[src/rtl/dice_pkg.sv]
// Shared types, constants and rule helpers for the parametrised dice game controller.
package dice_pkg;

  typedef enum logic [2:0] {
    ST_COME_OUT = 3'd0,
    ST_ROLLING  = 3'd1,
    ST_EVAL     = 3'd2,
    ST_POINT    = 3'd3,
    ST_WON      = 3'd4,
    ST_LOST     = 3'd5
  } state_e;

  typedef enum logic [1:0] {
    OUT_POINT = 2'd0,
    OUT_WON   = 2'd1,
    OUT_LOST  = 2'd2
  } outcome_e;

  localparam logic [15:0] LFSR_SEED = 16'hACE1;
  // Fibonacci taps 16,14,13,11 expressed as a bit mask over lfsr[15:0].
  localparam logic [15:0] LFSR_TAPS = 16'hB400;

  function automatic logic [15:0] lfsr_next(input logic [15:0] cur);
    return {cur[14:0], ^(cur & LFSR_TAPS)};
  endfunction

  function automatic logic [3:0] clamp_face(input logic [3:0] val, input int unsigned sides);
    logic [3:0] res;
    if ((val == 4'd0) || (32'(val) > sides)) begin
      res = 4'd1;
    end else begin
      res = val;
    end
    return res;
  endfunction

  function automatic logic [3:0] advance_face(input logic [3:0] val, input int unsigned sides);
    logic [3:0] res;
    if (32'(val) >= sides) begin
      res = 4'd1;
    end else begin
      res = val + 4'd1;
    end
    return res;
  endfunction

  function automatic outcome_e eval_outcome(
    input int unsigned sum,
    input int unsigned point,
    input int unsigned win_a,
    input int unsigned win_b,
    input int unsigned lose_max,
    input int unsigned max_sum
  );
    outcome_e res;
    if (point == 32'd0) begin
      if ((sum == win_a) || (sum == win_b)) begin
        res = OUT_WON;
      end else if ((sum <= lose_max) || (sum == max_sum)) begin
        res = OUT_LOST;
      end else begin
        res = OUT_POINT;
      end
    end else begin
      if (sum == point) begin
        res = OUT_WON;
      end else if (sum == win_a) begin
        res = OUT_LOST;
      end else begin
        res = OUT_POINT;
      end
    end
    return res;
  endfunction

endpackage

[src/rtl/button_debounce.sv]
// Two-flop synchroniser plus stability counter for an active-low push button.
// level is the debounced button line (1 = released); press/release pulse for one cycle.
module button_debounce #(
  parameter int unsigned DEBOUNCE_CYCLES = 250000
) (
  input  logic clock,
  input  logic reset,
  input  logic btn_n,
  output logic level,
  output logic press,
  output logic release_pulse
);

  localparam int CNT_W = (DEBOUNCE_CYCLES < 2) ? 1 : $clog2(DEBOUNCE_CYCLES + 1);

  logic [1:0]       sync_q;
  logic             level_q, level_d;
  logic [CNT_W-1:0] cnt_q, cnt_d;
  logic             press_q, press_d;
  logic             rel_q, rel_d;

  always_comb begin
    level_d = level_q;
    cnt_d   = cnt_q;
    if (sync_q[1] != level_q) begin
      if (cnt_q == CNT_W'(DEBOUNCE_CYCLES - 32'd1)) begin
        level_d = sync_q[1];
        cnt_d   = '0;
      end else begin
        cnt_d = cnt_q + CNT_W'(1);
      end
    end else begin
      cnt_d = '0;
    end
    press_d = level_q & ~level_d;
    rel_d   = ~level_q & level_d;
  end

  always_ff @(posedge clock or posedge reset) begin
    if (reset) begin
      sync_q  <= 2'b11;
      level_q <= 1'b1;
      cnt_q   <= '0;
      press_q <= 1'b0;
      rel_q   <= 1'b0;
    end else begin
      sync_q  <= {sync_q[0], btn_n};
      level_q <= level_d;
      cnt_q   <= cnt_d;
      press_q <= press_d;
      rel_q   <= rel_d;
    end
  end

  assign level         = level_q;
  assign press         = press_q;
  assign release_pulse = rel_q;

endmodule

[src/rtl/dice_game_core.sv]
// Dice game controller: debounced hold-to-tumble rolling, direct dice load and
// come-out/point rule evaluation with saturating win/loss tallies.
module dice_game_core
  import dice_pkg::*;
#(
  parameter int unsigned NUM_DICE        = 2,
  parameter int unsigned SIDES           = 6,
  parameter int unsigned WIN_A           = 7,
  parameter int unsigned WIN_B           = 11,
  parameter int unsigned LOSE_MAX        = 3,
  parameter int unsigned DEBOUNCE_CYCLES = 250000,
  parameter int unsigned SUMW            = $clog2(NUM_DICE * SIDES + 1)
) (
  input  logic                  clock,
  input  logic                  reset,
  input  logic                  roll_n,
  input  logic                  load,
  input  logic [4*NUM_DICE-1:0] load_vals,
  output logic [4*NUM_DICE-1:0] dice,
  output logic [SUMW-1:0]       sum,
  output logic [SUMW-1:0]       point,
  output logic                  win,
  output logic                  loss,
  output logic                  rolling,
  output logic [7:0]            win_count,
  output logic [7:0]            loss_count
);

  localparam int unsigned MAX_SUM = NUM_DICE * SIDES;

  logic db_level, db_press, db_release;

  state_e                     state_q, state_d;
  logic [NUM_DICE-1:0][3:0]   dice_q, dice_d;
  logic [SUMW-1:0]            point_q, point_d;
  logic [SUMW-1:0]            sum_s;
  logic                       win_q, win_d, loss_q, loss_d, rolling_q, rolling_d;
  logic [7:0]                 win_cnt_q, win_cnt_d, loss_cnt_q, loss_cnt_d;
  logic [15:0]                lfsr_q, lfsr_d;
  logic                       idle_s, new_game_s;
  outcome_e                   outcome_s;

  button_debounce #(.DEBOUNCE_CYCLES(DEBOUNCE_CYCLES)) u_roll_db (
    .clock         (clock),
    .reset         (reset),
    .btn_n         (roll_n),
    .level         (db_level),
    .press         (db_press),
    .release_pulse (db_release)
  );

  always_comb begin
    sum_s = '0;
    for (int i = 0; i < int'(NUM_DICE); i++) begin
      sum_s = sum_s + SUMW'(dice_q[i]);
    end
  end

  assign idle_s     = (state_q == ST_COME_OUT) || (state_q == ST_POINT) ||
                      (state_q == ST_WON)      || (state_q == ST_LOST);
  assign new_game_s = ((state_q == ST_WON) || (state_q == ST_LOST)) && (load || db_press);
  assign outcome_s  = eval_outcome(32'(sum_s), 32'(point_q), WIN_A, WIN_B, LOSE_MAX, MAX_SUM);

  always_ff @(posedge clock or posedge reset) begin
    if (reset) begin
      state_q <= ST_COME_OUT;
    end else begin
      state_q <= state_d;
    end
  end

  // Load has priority over a coincident press; the matching release then lands outside ROLLING.
  always_comb begin
    state_d = state_q;
    case (state_q)
      ST_COME_OUT, ST_POINT, ST_WON, ST_LOST: begin
        if (load) begin
          state_d = ST_EVAL;
        end else if (db_press) begin
          state_d = ST_ROLLING;
        end else begin
          state_d = state_q;
        end
      end
      ST_ROLLING: begin
        if (db_release) begin
          state_d = ST_EVAL;
        end else begin
          state_d = ST_ROLLING;
        end
      end
      ST_EVAL: begin
        case (outcome_s)
          OUT_WON:   state_d = ST_WON;
          OUT_LOST:  state_d = ST_LOST;
          OUT_POINT: state_d = ST_POINT;
          default:   state_d = ST_COME_OUT;
        endcase
      end
      default: state_d = ST_COME_OUT;
    endcase
  end

  always_comb begin
    dice_d     = dice_q;
    point_d    = point_q;
    win_d      = win_q;
    loss_d     = loss_q;
    win_cnt_d  = win_cnt_q;
    loss_cnt_d = loss_cnt_q;
    lfsr_d     = lfsr_next(lfsr_q);
    rolling_d  = (state_d == ST_ROLLING);

    if (new_game_s) begin
      point_d = '0;
      win_d   = 1'b0;
      loss_d  = 1'b0;
    end else begin
      point_d = point_q;
    end

    // db_level is already high in the release cycle, so the dice freeze there.
    if (idle_s && load) begin
      for (int i = 0; i < int'(NUM_DICE); i++) begin
        dice_d[i] = clamp_face(load_vals[4*i +: 4], SIDES);
      end
    end else if ((state_q == ST_ROLLING) && !db_level) begin
      for (int i = 0; i < int'(NUM_DICE); i++) begin
        if (lfsr_q[i]) begin
          dice_d[i] = advance_face(dice_q[i], SIDES);
        end else begin
          dice_d[i] = dice_q[i];
        end
      end
    end else begin
      dice_d = dice_q;
    end

    if (state_q == ST_EVAL) begin
      case (outcome_s)
        OUT_WON: begin
          win_d     = 1'b1;
          win_cnt_d = (win_cnt_q == 8'd255) ? 8'd255 : win_cnt_q + 8'd1;
        end
        OUT_LOST: begin
          loss_d     = 1'b1;
          loss_cnt_d = (loss_cnt_q == 8'd255) ? 8'd255 : loss_cnt_q + 8'd1;
        end
        OUT_POINT: begin
          if (point_q == '0) begin
            point_d = sum_s;
          end else begin
            point_d = point_q;
          end
        end
        default: point_d = point_q;
      endcase
    end else begin
      win_cnt_d = win_cnt_q;
    end
  end

  always_ff @(posedge clock or posedge reset) begin
    if (reset) begin
      dice_q     <= {NUM_DICE{4'd1}};
      point_q    <= '0;
      win_q      <= 1'b0;
      loss_q     <= 1'b0;
      rolling_q  <= 1'b0;
      win_cnt_q  <= 8'd0;
      loss_cnt_q <= 8'd0;
      lfsr_q     <= LFSR_SEED;
    end else begin
      dice_q     <= dice_d;
      point_q    <= point_d;
      win_q      <= win_d;
      loss_q     <= loss_d;
      rolling_q  <= rolling_d;
      win_cnt_q  <= win_cnt_d;
      loss_cnt_q <= loss_cnt_d;
      lfsr_q     <= lfsr_d;
    end
  end

  assign dice       = dice_q;
  assign sum        = sum_s;
  assign point      = point_q;
  assign win        = win_q;
  assign loss       = loss_q;
  assign rolling    = rolling_q;
  assign win_count  = win_cnt_q;
  assign loss_count = loss_cnt_q;

endmodule

[config.mk]
export PLATFORM = sky130hd
export DESIGN_NAME = dice_game_core
export DESIGN_NICKNAME = d
export VERILOG_FILES = /design/src/rtl/dice_pkg.sv /design/src/rtl/button_debounce.sv /design/src/rtl/dice_game_core.sv
export SDC_FILE = /design/constraint.sdc
export NUM_CORES = 1
export LEC_CHECK = 0
export BUFFER_PORTS_ARGS = -buffer_cell sky130_fd_sc_hd__clkbuf_2
export CAP_MARGIN = 20
export CORE_MARGIN = 2
export CORE_UTILIZATION = 46
export DETAILED_ROUTE_END_ITERATION = 8
export MAX_ROUTING_LAYER = met4
export PLACE_DENSITY_LB_ADDON = 0.25
export SLEW_MARGIN = 15
export SYNTH_ARGS = -nofsm -noshare
export SYNTH_HDL_FRONTEND = slang
export SYNTH_HIERARCHICAL = 1
export SYNTH_SLANG_ARGS = --single-unit
export TNS_END_PERCENT = 50
[constraint.sdc]
create_clock -name clock -period 7.4 [get_ports clock]
set_input_delay 1.85 -clock clock [delete_from_list [all_inputs] [get_ports clock]]
set_output_delay 1.85 -clock clock [all_outputs]
set_load 0.005 [all_outputs]
==> results of run 1 <==
critical path: stages (launching register included):
cell and delay (ns):
dfrtp_1 0.43, ha_1 0.41, a21oi_1 0.23, a21oi_1 0.12, or2_1 0.29, clkbuf_2 0.13
cells in the mapped netlist, drive strengths merged (5+ instances only):
master / number / area [um^2]
a21oi: 18 / 90.09
and3: 8 / 50.05
buf: 6 / 38.79
dfrtp: 60 / 1501
dfstp: 13 / 341.6
ha: 14 / 175.2
inv: 10 / 37.54
nand2: 26 / 97.59
nand3: 10 / 60.06
nand4: 17 / 106.4
nor2: 33 / 123.9
nor3: 5 / 25.02
nor4: 10 / 68.81
o21ai: 16 / 80.07
o31ai: 5 / 51.30
xnor2: 12 / 123.9
xor2: 17 / 156.4
flip-flops by register name, indices dropped and copies added (netlist names), 2 cells and up:
| signal | cells |
|---|---|
| dice | 8 |
| win_count | 8 |
| loss_count | 8 |
| point | 4 |
| lfsr_q | 16 |
| state_q | 3 |
| u_roll_db/cnt_q | 18 |
| u_roll_db/sync_q | 2 |
cell type report:
class	instances	area, um^2	area share (%)
sequential	73	1843	42.86
multi-input combinational	256	1819	42.30
timing repair buffer	47	237.7	5.528
clock buffer	10	127.6	2.968
tap	102	127.6	2.968
clock inverter	6	107.6	2.502
inverter	10	37.54	0.8729
worst paths after layout:
path	from	endpoint
setup reg to reg	dice[0]$_DFFE_PP1P_	win_count[6]$_DFFE_PP0P_
min in group asynchronous	reset	lfsr_q[3]$_DFF_PP0_
setup / recovery	dice[2]$_DFFE_PP0P_	sum[3]
hold / removal	lfsr_q[8]$_DFF_PP0_	lfsr_q[9]$_DFF_PP0_
hold reg to reg	lfsr_q[8]$_DFF_PP0_	lfsr_q[9]$_DFF_PP0_
max in group asynchronous	reset	u_roll_db/cnt_q[17]$_DFF_PP0_
where the power goes:
part	switching (mW)	internal, mW
Sequential	0.0915	0.463
Combinational	0.318	0.304
Clock	0.145	0.223
per-layer routing:
| layer | track usage, % | vias to the layer above | wire length (um) | part of all wire, % |
|---|---|---|---|---|
| met5 | - | - | 0 | 0 |
| met4 | 6.159 | 0 | 103 | 1.4 |
| li1 | - | 1362 | - | - |
| met3 | 4.334 | 9 | 287 | 3.9 |
| met2 | 28.93 | 59 | 3437 | 47 |
| met1 | 24.91 | 1327 | 3472 | 48 |
kinds of logic (layout without fill, tap and decap cells):
logic type / Yosys count / after routing / synth area share (%)
mux: 3 / 3 / 1.101
compound gates: 61 / 61 / 10.71
xor+xnor: 31 / 31 / 8.672
flops: 73 / 73 / 49.13
simple gates: 146 / 146 / 22.81
fa+ha+maj: 15 / 15 / 5.204
buf+inv: 19 / 73 / 2.368
==> flow_summary.ini, run 1 <==
[placed_design]
dp_slack_ns = 3.676
io_buffers = 46
dp.cells = 488
dp_hpwl_um = 5129
dpl-instance-area_um2 = 4065
gp_congestion = 0.8441

[setup_path]
ff2ff_setup_slack_ns = 3.68
path_max_fanout = 5
cp_data_required_time_ns = 5.55
crit_type = reg2out
cp.arrival_ns = 1.95
cp-end-kind = output pin
rr_worst_depth = 12
start_kind = flip-flop

[layout]
nFillCells = 695
drive_above_1_share_pct = 23.38
final_nets = 424
utilization_pct = 55.08
final_cell_area_um2 = 4300
area_growth_pct = 14.64
antenna_cells = 0
most-common-layout-cells = dfrtp_1 (60), clkbuf_2 (46), nor2_1 (33)
finalNonFillerCells = 504
final_common_cell = dfrtp_1

[synth]
synth_area_um2 = 3751
avgSynthCellArea_um2 = 10.78
ys_seq_elements = 73
synth-main-ff-cell = dfrtp_1
syn_nets = 375
synth.distinct_cells = 65
syn_inst = 348
synth_edf_count = 0
ys_async_sr_fraction_pct = 100.0
ys_seq_area_share_pct = 49.13
yosysWarningCount = 6

[clocking]
clkLatencyLatePin_ns = 0.35
cts_root_buffer = clkbuf_8
clock_sinks = 73
cts.repair_timing.setup_buffer_count = 0
cts-resized-gates = 0
cts_tree = yes
htreeDepth = 3
clock_path_buffers = 2
path_clk_slew_ns = 0.08
cts_buffers = 9
cts_hold_buf = 0

[global_routing]
globalRouteTotalUtil_pct = 18.86
antenna_found_initial = 0
grt_pass1_vias = 2681
grt_pass1_wl_um = 12720
grt_max_degree = 51
grt_overflow = 0

[routing]
ant_nets = 0
drt_iter0_markers = 111
num_vias = 2757
viasPerCell = 5.470
avgRoutedWirePerCell_um = 14.49
remaining_drc_errors = 0
routed_wl_um = 7301
drtPass1Iterations = 4

[sta]
holdWs_ns = 0.3446
worst_slew_pin_slew_ns = 0.8606
slew_violations = 0
max_freq_mhz = 262.8
setup_ws_ns = 3.595
tns_ns = 0
finalCritPeriodShare_pct = 51.41
finalCriticalPeriod_ns = 3.805
clock_skew_ns = 0.01250
setup_violations = 0
rsz0062_at_grt = no
finalHoldViolCount = 0
slew_headroom_pct = 42.56

[pwr]
power.total_mw = 1.545
p_leak_nw = 1.981
peakVddDrop_v = 0.0001724
power.density_nw_per_um2 = 359.2

[floorplanning]
fp.dieW_um = 94.30
design.die.area_um2 = 8892
fp.dieH_um = 94.30
ios = 47
coreArea_um2 = 7807
rows = 32
start_util_pct = 48.04

[flow_run]
drv_cap = 0

[min_path]
hold_class = reg2reg
whs_path_depth = 0

[status]
status = finished, final reports clean
No activity file was read; power rests on OpenSTA's default activity.
==> run 2: changes to the inputs <==
==> constraint.sdc (replaced) <==
create_clock -name clock -period 3.4 [get_ports clock]
set_input_delay 0.85 -clock clock [delete_from_list [all_inputs] [get_ports clock]]
set_output_delay 0.85 -clock clock [all_outputs]
set_load 0.005 [all_outputs]
==> run 2 against run 1 <==
Critical path depth increased by 7. Die area unchanged. Via count increased by 2.8%. Final cell count grew 2.2%. Clock power up 130%.
==> flow_summary.ini, run 2 (synthesis gave the netlist of run 1 again) <==
[placed_design]
io_buffers = 46
dp_hpwl_um = 5090
gp_congestion = 0.8545

[routing]
wl_met2_um = 3533
wl_met3_um = 199
drtPass1Iterations = 4
ant_nets = 0
viasPerCell = 5.501
wl_met1_um = 3540
avgRoutedWirePerCell_um = 14.31
routed_wl_um = 7372
num_vias = 2833
drt_iter0_markers = 123
top_layer = met4
remaining_drc_errors = 0

[sta]
finalCriticalPeriod_ns = 3.382
finalHoldViolCount = 0
max_freq_mhz = 295.7
setup_violations = 0
rsz0062_at_grt = yes
clock_skew_ns = 0.01566
slew_headroom_pct = 42.45
finalCritPeriodShare_pct = 99.48
worst_slew_pin_slew_ns = 0.8542
slew_violations = 0

[setup_path]
cp_data_required_time_ns = 3.63
cp-end-kind = flip-flop
crit_chain = ha_4 -> fa_2 -> xor2_1 -> or4_4 -> or2_4 -> o21ai_4 -> ha_2 -> and4bb_1 -> nand4_1 -> or2_1 -> nor3_1 -> a21oi_1
critPathSlowestCell = dfstp_2
ff2ff_setup_slack_ns = 0.02
cpLargestDelayFamily = simple AND/OR/NAND/NOR gates
cp.arrival_ns = 3.62
path_max_fanout = 3
critPathMaxStageDelay_ns = 0.56
rr_worst_depth = 12
start_kind = flip-flop
path_buf_inv = 0
crit_type = reg2reg
worstReg2RegStart = dice[0]$_DFFE_PP1P_
r2r_end = win_count[6]$_DFFE_PP0P_

[clocking]
clock_sinks = 73
cts_root_buffer = clkbuf_8
clkLatencyLatePin_ns = 0.35
path_clk_slew_ns = 0.09
cts_hold_buf = 0
cts_tree = yes
cts_buffers = 9
htreeDepth = 3
clock_path_buffers = 2

[layout]
final_nets = 435
area_growth_pct = 18.85
utilization_pct = 57.10
drive_above_1_share_pct = 28.09
most-common-layout-cells = dfrtp_1 (60), clkbuf_2 (46), nor2_1 (33)
largest_reg_flops = 18
regMostFlops = u_roll_db/cnt_q
final_common_cell = dfrtp_1
antenna_cells = 0
top_regs = u_roll_db/cnt_q (18), lfsr_q (16)

[floorplanning]
fp.dieH_um = 94.30
design.die.area_um2 = 8892
fp.dieW_um = 94.30
start_util_pct = 48.04
coreArea_um2 = 7807
rows = 32
ios = 47

[global_routing]
grt_pass1_wl_um = 12450
antenna_found_initial = 0
grt_overflow = 0
grt_pass1_vias = 2667
globalRouteTotalUtil_pct = 18.46
grt_max_degree = 51

[flow_run]
drv_cap = 0

[pwr]
p_leak_nw = 2.046
peakVddDrop_v = 0.0003496
power.total_mw = 3.734
power.density_nw_per_um2 = 837.6

[status]
status = finished, final reports clean

[min_path]
hold_end = lfsr_q[6]$_DFF_PP1_
whs_path_depth = 0
worstHoldStart = lfsr_q[5]$_DFF_PP1_
hold_class = reg2reg
[run 2: changes by cell type in the layout (fill, tap and decap cells not counted), moves of 2 or more]
cell     delta
buf_4      +11
ha_1        -3
ha_2        +2
o21ai_0     -2
[run 2: how the worst max path moves through the flow]
stage                                    from                  endpoint  slack (ns)  cells after the start
after floorplan           dice[0]$_DFFE_PP1P_  win_count[6]$_DFFE_PP0P_       0.008                     13
after global placement    dice[0]$_DFFE_PP1P_  win_count[6]$_DFFE_PP0P_        0.11                     12
after detailed placement  dice[0]$_DFFE_PP1P_  win_count[6]$_DFFE_PP0P_      -0.001                     12
after CTS                 dice[0]$_DFFE_PP1P_  win_count[6]$_DFFE_PP0P_        0.03                     12
after global routing      dice[0]$_DFFE_PP1P_  win_count[6]$_DFFE_PP0P_       -0.09                     12
final                     dice[0]$_DFFE_PP1P_  win_count[6]$_DFFE_PP0P_        0.02                     12
[run 2: layout make-up]
cell class                      instances  area (um^2)
Multi-Input combinational cell        256         1884
Fill cell                             687         3349
Tap cell                              102        127.6
Sequential cell                        73         1843
Timing Repair Buffer                   58        320.3
Clock buffer                           11        141.4
Clock inverter                          5        102.6
Inverter                               10        38.79
[run 2: layer usage]
metal	vias up	GRT usage, %
li1	1384	-
met3	11	3.612
met5	-	-
met1	1399	23.60
met4	0	7.609
met2	39	28.93
[run 2: through the flow]
| stage | hold WS [ns] | cell area, um^2 | instances | TNS (ns) | worst slack, ns |
|---|---|---|---|---|---|
| after floorplan | 0.3312 | 3757 | 348 | 0 | 0.007764 |
| after global placement | 0.3330 | 4139 | 497 | 0 | 0.1111 |
| after detailed placement | 0.3367 | 4139 | 497 | -0.001450 | -0.001450 |
| after CTS | 0.3449 | 4388 | 513 | 0 | 0.02627 |
| after global routing | 0.3513 | 4458 | 515 | -0.1738 | -0.08630 |
| final | 0.3397 | 4458 | 515 | 0 | 0.01783 |
[run 2: timing repair]
action,CTS,global route
gates resized for setup,2,12
endpoints found under the setup margin,2,5
pin swaps,1,9
buffers inserted,0,2
[run 2: where the power goes]
part           switching (mW)  total, mW  internal, mW
registers               0.179       1.19          1.01
logic                   0.832       1.71         0.878
clock network           0.329      0.836         0.507
